$ cat config.mk
export PLATFORM = sky130hd
export DESIGN_NAME = instr_sequencer
export DESIGN_NICKNAME = d
export VERILOG_FILES = /design/src/rtl/instr_sequencer.sv
export SDC_FILE = /design/constraint.sdc
export NUM_CORES = 1
export LEC_CHECK = 0
export ABC_CLOCK_PERIOD_IN_PS = 3700
export BUFFER_PORTS_ARGS = -buffer_cell sky130_fd_sc_hd__buf_4
export CORE_AREA = 3 3 94 96
export DETAILED_ROUTE_END_ITERATION = 7
export DIE_AREA = 0 0 97 99
export PLACE_DENSITY = 0.66
export SYNTH_ARGS = -nofsm -noshare
export SYNTH_HDL_FRONTEND = slang
export SYNTH_SLANG_ARGS = --single-unit
$ cat constraint.sdc
create_clock -name clk -period 3.7 [get_ports clk]
set_input_delay 0.37 -clock clk [delete_from_list [all_inputs] [get_ports clk]]
set_output_delay 0.37 -clock clk [all_outputs]
set_load 0.01 [all_outputs]
$ cat src/rtl/instr_sequencer.sv
// instr_sequencer: multi-cycle fetch/execute controller feeding the register-file/ALU datapath.
// Fetches 16-bit instructions from synchronous memory into an instruction register, sequences
// LOAD/STORE accesses, latches ALU flags and resolves PC-relative conditional branches.
//
// Ports:
//   clk          system clock
//   reset        synchronous, active-high reset
//   mem_rdata    memory read data (valid one cycle after mem_addr)
//   alu_flags    ALU flag word, bits [4:0] = {Z,C,F,L,N}
//   reg_a        datapath read port A (Rsrc, IR[7:4])
//   reg_b        datapath read port B (IR[3:0])
//   instruction  current IR to the datapath
//   ren          register-write enable
//   load_sel     bus source: 00 ALU, 01 memory, 10 controller
//   mem_addr     memory address
//   mem_wdata    memory write data
//   mem_we       memory write strobe
//   pc           program counter
//   flags_q      latched {Z,C,F,L,N}
//   halted       trap indicator
//
// Optional feature: define ILLEGAL_TRAP_EN to trap undefined opcodes into a HALT state that only
// reset leaves. Without it, undefined opcodes execute as NOP and halted is always 0.

module instr_sequencer #(
  parameter logic [15:0] RESET_PC = 16'h0000,
  parameter logic [15:0] NOP_WORD = 16'h1700
) (
  input  logic        clk,
  input  logic        reset,
  input  logic [15:0] mem_rdata,
  input  logic [15:0] alu_flags,
  input  logic [15:0] reg_a,
  input  logic [15:0] reg_b,
  output logic [15:0] instruction,
  output logic        ren,
  output logic [1:0]  load_sel,
  output logic [15:0] mem_addr,
  output logic [15:0] mem_wdata,
  output logic        mem_we,
  output logic [15:0] pc,
  output logic [4:0]  flags_q,
  output logic        halted
);

  localparam int unsigned W  = 16;
  localparam int unsigned FW = 5;

  localparam logic [7:0] OP_ALU_MAX  = 8'h16;
  localparam logic [7:0] OP_FLAG_MAX = 8'h0C;
  localparam logic [7:0] OP_NOP      = 8'h17;
  localparam logic [7:0] OP_LOAD     = 8'h99;
  localparam logic [7:0] OP_STORE    = 8'hDA;
  localparam logic [7:0] OP_CTLST    = 8'h80;
  localparam logic [3:0] OP_BRANCH   = 4'hC;

  localparam logic [1:0] SEL_ALU = 2'b00;
  localparam logic [1:0] SEL_MEM = 2'b01;
  localparam logic [1:0] SEL_CTL = 2'b10;

`ifdef ILLEGAL_TRAP_EN
  typedef enum logic [2:0] {FETCH, FWAIT, EXEC, MEMRD, HALT} state_t;
`else
  typedef enum logic [2:0] {FETCH, FWAIT, EXEC, MEMRD} state_t;
`endif

  state_t         state, state_next;
  logic [W-1:0]   ir, ir_next, pc_next;
  logic [FW-1:0]  flags_next;
  logic [7:0]     opcode;
  logic [W-1:0]   disp;
  logic           cond_true;
  logic           unused_flags;

  assign unused_flags = ^alu_flags[15:FW];
  assign opcode       = ir[15:8];
  assign disp         = {{8{ir[7]}}, ir[7:0]};

  // Branch condition from the flags as latched now; flags_q = {Z,C,F,L,N}.
  always_comb begin
    cond_true = 1'b0;
    case (ir[11:8])
      4'h0:    cond_true =  flags_q[4];
      4'h1:    cond_true = !flags_q[4];
      4'h2:    cond_true =  flags_q[3];
      4'h3:    cond_true = !flags_q[3];
      4'h4:    cond_true =  flags_q[2];
      4'h5:    cond_true =  flags_q[1];
      4'h6:    cond_true =  flags_q[0];
      4'h7:    cond_true = !flags_q[0];
      4'hE:    cond_true = 1'b1;
      default: cond_true = 1'b0;
    endcase
  end

  // State and architectural registers.
  always_ff @(posedge clk) begin
    if (reset) begin
      state   <= FETCH;
      pc      <= RESET_PC;
      ir      <= NOP_WORD;
      flags_q <= '0;
    end else begin
      state   <= state_next;
      pc      <= pc_next;
      ir      <= ir_next;
      flags_q <= flags_next;
    end
  end

  // Next-state, register updates and datapath controls.
  always_comb begin
    state_next  = state;
    pc_next     = pc;
    ir_next     = ir;
    flags_next  = flags_q;
    ren         = 1'b0;
    mem_we      = 1'b0;
    load_sel    = SEL_ALU;
    mem_wdata   = reg_a;
    instruction = ir;
    mem_addr    = pc;
    halted      = 1'b0;

    case (state)
      FETCH: state_next = FWAIT;
      FWAIT: begin
        ir_next    = mem_rdata;
        pc_next    = pc + W'(1);
        state_next = EXEC;
      end
      EXEC: begin
        state_next = FETCH;
        if (opcode <= OP_ALU_MAX) begin
          ren = 1'b1;
          if (opcode <= OP_FLAG_MAX) flags_next = alu_flags[FW-1:0];
        end else if (opcode == OP_NOP) begin
          ren = 1'b0;
        end else if (opcode == OP_LOAD) begin
          mem_addr   = reg_a;
          state_next = MEMRD;
        end else if (opcode == OP_STORE) begin
          mem_addr = reg_b;
          mem_we   = 1'b1;
        end else if (opcode == OP_CTLST) begin
          ren      = 1'b1;
          load_sel = SEL_CTL;
        end else if (opcode[7:4] == OP_BRANCH) begin
          // pc already points past the branch, so the displacement is relative to addr+1.
          if (cond_true) pc_next = pc + disp;
        end else begin
`ifdef ILLEGAL_TRAP_EN
          state_next = HALT;
          ir_next    = NOP_WORD;
`else
          ren = 1'b0;
`endif
        end
      end
      MEMRD: begin
        mem_addr   = reg_a;
        ren        = 1'b1;
        load_sel   = SEL_MEM;
        state_next = FETCH;
      end
`ifdef ILLEGAL_TRAP_EN
      HALT: begin
        halted     = 1'b1;
        state_next = HALT;
      end
`endif
      default: state_next = FETCH;
    endcase

    // No register or memory write may land while reset is asserted.
    if (reset) begin
      ren    = 1'b0;
      mem_we = 1'b0;
    end
  end

endmodule

==> results by group <==
Cells and area
  – Layout net count: 524
  – Core Util, Final: 46.9%
  – Most frequent cells in the layout: buf_4, dfxtp_1, nand2_1
  – Post-route cell area: 0.00381 mm2
  – # diodes: 0
  – Share of cells above drive strength 1: 33.0%
  – Fillers: 819
  – Layout Cells excl Fill: 556
  – Commonest non-fill, non-tap cell in the layout: buf_4
  – Area grow syn2layout: 35.2%

CTS
  – Clock-pin transition on the worst setup and hold timing paths: 80 ps
  – Clock Tree Root: clkbuf_8
  – H-tree depth: 2
  – CTS Hold Bufs: 0
  – CTS tree: built
  – TritonCTS Buffers: 5
  – Buffer levels on the longest clock path: 2
  – Post-CTS setup buffer count: 0
  – Resize count post-CTS: 0
  – Total clock sinks: 39
  – Clock Latency Late Sink: 290 ps

Floorplan
  – Core Area: 0.00813 mm2
  – Die width: 97 um
  – Die footprint: 0.00960 mm2
  – Initial Util: 34.7%
  – Die H: 99 um
  – Top Ports: 140
  – Row cnt: 33

Synth
  – YS warnings: 0
  – Netlist Area Pre-Place: 0.00282 mm2
  – Post-synth EDFFs: 0
  – Ys async rst share: 0%
  – Main synth FF type: dfxtp_1
  – Post-Syn Instances: 351
  – Syn avg cell area: 8.04 um2
  – Register area share after synthesis: 27.7%
  – Yosys reg bits: 39
  – Post-synth net total: 425
  – Post-synth cell types: 54

Critical path
  – Critical path arrival: 3390 ps
  – Worst reg2reg path startpoint: state[0]
  – Crit Path Category: reg2reg
  – Critical Path Start: state[0]
  – Req. time, crit path: 3940 ps
  – CP endpoint kind: flop
  – Worst setup SP type: flop
  – Critical path fanouts, max: 13

Timing
  – Final min period: 3160 ps
  – Final hold vios: 0
  – RSZ-0062 raised after global routing: false
  – Slew headroom: 51.3%
  – Worst hold slack: 285 ps
  – Fmax: 317 MHz
  – Slew at the pin closest to its max-slew limit: 730 ps
  – Setup WS post-layout: 543 ps
  – Final setup viols: 0
  – Final Cycle Share: 85.3%
  – Setup TNS: 0 ps
  – Clock skew: 3.34 ps
  – Slew Limit Fails: 0

Placement
  – Pre-CTS WS: 622 ps
  – Placed cell areas: 0.00370 mm2
  – Inst Count DP: 548
  – Routability cong.: 0.777
  – Port buffer count: 127
  – Post-DP HPWL: 6.47 mm

Run status
  – Status: complete, no violations

Power and ir drop
  – Pwr per Cell Area: 291 mW/mm2
  – Leak Pwr: 1.82 nW
  – Total power: 1.11 mW
  – Max VDD drop: 0.176 mV

GRT
  – Busiest layer in global routing: met2
  – Met1 usage: 21.8%
  – Gr ovfl total: 0
  – Largest net degree at the start of global routing: 46
  – GR met2 Demand/Resource: 29.2%
  – First-pass GRT wire length: 13.7 mm
  – Vias in the first global route: 2732
  – Grt met3 use: 4.88%
  – Initial antenna violation count: 0
  – GR Util All Layers: 17.3%

Routing
  – Via count: 2922
  – Final WL: 8.55 mm
  – Initial DRC count: 225
  – Remaining antenna violation count after routing: 0
  – DRC Markers: 0
  – Routed wire per std cell: 15.4 um
  – DR pass1 iterations: 4
  – Via density: 5.26

Worst hold path
  – Worst Hold Launch: mem_rdata[9]
  – Hold crit path type: in2reg

Run
  – Max-Cap Viols: 0
worst max-delay path, stage by stage (launching register included):
cell and delay (ps):
dfxtp_1 440, nor2b_1 360, nand2b_1 100, ha_1 230, fa_1 440, a21oi_1 250
nor2_1 100, o311a_1 360, or4b_1 540, a21oi_1 170, a2111o_1 100
logic make-up (layout without fill, tap and decap cells):
logic type / after synthesis / in the layout / synth area share, %
AO/OA/AOI/OAI: 94 / 94 / 23.9
XOR/XNOR: 6 / 6 / 1.86
adder cells (fa/ha/maj): 8 / 8 / 3.81
buffers and inverters: 43 / 143 / 9.31
flip-flops: 39 / 39 / 27.7
multiplexers: 19 / 19 / 6.74
other: 1 / 1 / 0.133
AND/OR/NAND/NOR: 141 / 141 / 26.6
state kept, by name, summed over array words and instances (netlist names):
signal       flops
flags_q          5
instruction     16
pc              16
state            2
per-layer routing:
metal / share of wire, % / vias up
li1: - / 1456
met1: 44 / 1347
met2: 47 / 114
met3: 8.6 / 5
met4: 0.66 / 0
met5: 0 / -
power breakdown:
part,leakage (nW),internal (mW),total (mW),switching [mW]
Clock,0.0612,0.218,0.370,0.152
Combinational,1.44,0.139,0.270,0.131
Sequential,0.317,0.440,0.471,0.0313
path summary, 6_finish.rpt:
path                                       end  slack [ps]  cells past startpoint
worst min-delay path            instruction[9]         290                      3
worst max register to register          pc[10]         540                     10
worst min register to register  instruction[4]         480                      2
worst max-delay path                    pc[10]         540                     10
final cells by class:
cell class | count | area [um2] | share of cell area, %
Tap cell | 105 | 131 | 3.44
Timing Repair Buffer | 133 | 998 | 26.2
Sequential cell | 39 | 781 | 20.5
Inverter | 2 | 7.51 | 0.197
Clock buffer | 6 | 82.6 | 2.16
Multi-Input combinational cell | 269 | 1780 | 46.6
Clock inverter | 2 | 35.0 | 0.918
cell usage after synthesis (2+ instances only):
master     number  area [um2]
a211oi_1        3        22.5
o211ai_1        3        22.5
o311a_1         2        20.0
o21ai_0        12        60.1
or3_1           9        56.3
nand3b_1        7        52.6
dfxtp_1        39         781
inv_1           2        7.51
and3_1          6        37.5
nor2b_1         9        56.3
clkbuf_1       14        52.6
and2_1         12        75.1
nand4_1         2        12.5
buf_4          17         128
a21oi_1        28         140
nor3b_1         3        22.5
nor4_1          3        18.8
mux2i_1        19         190
ha_1            7        87.6
buf_2           6        30.0
o21ai_1         2        10.0
nor3_1          4        20.0
nand2b_1        7        43.8
xnor2_1         5        43.8
a22o_1         32         280
nor2_1         25        93.8
nand3_1         5        25.0
a2111oi_0       2        17.5
buf_6           4        45.0
nand2_1        38         143
No activity file was read; power rests on OpenSTA's default activity.
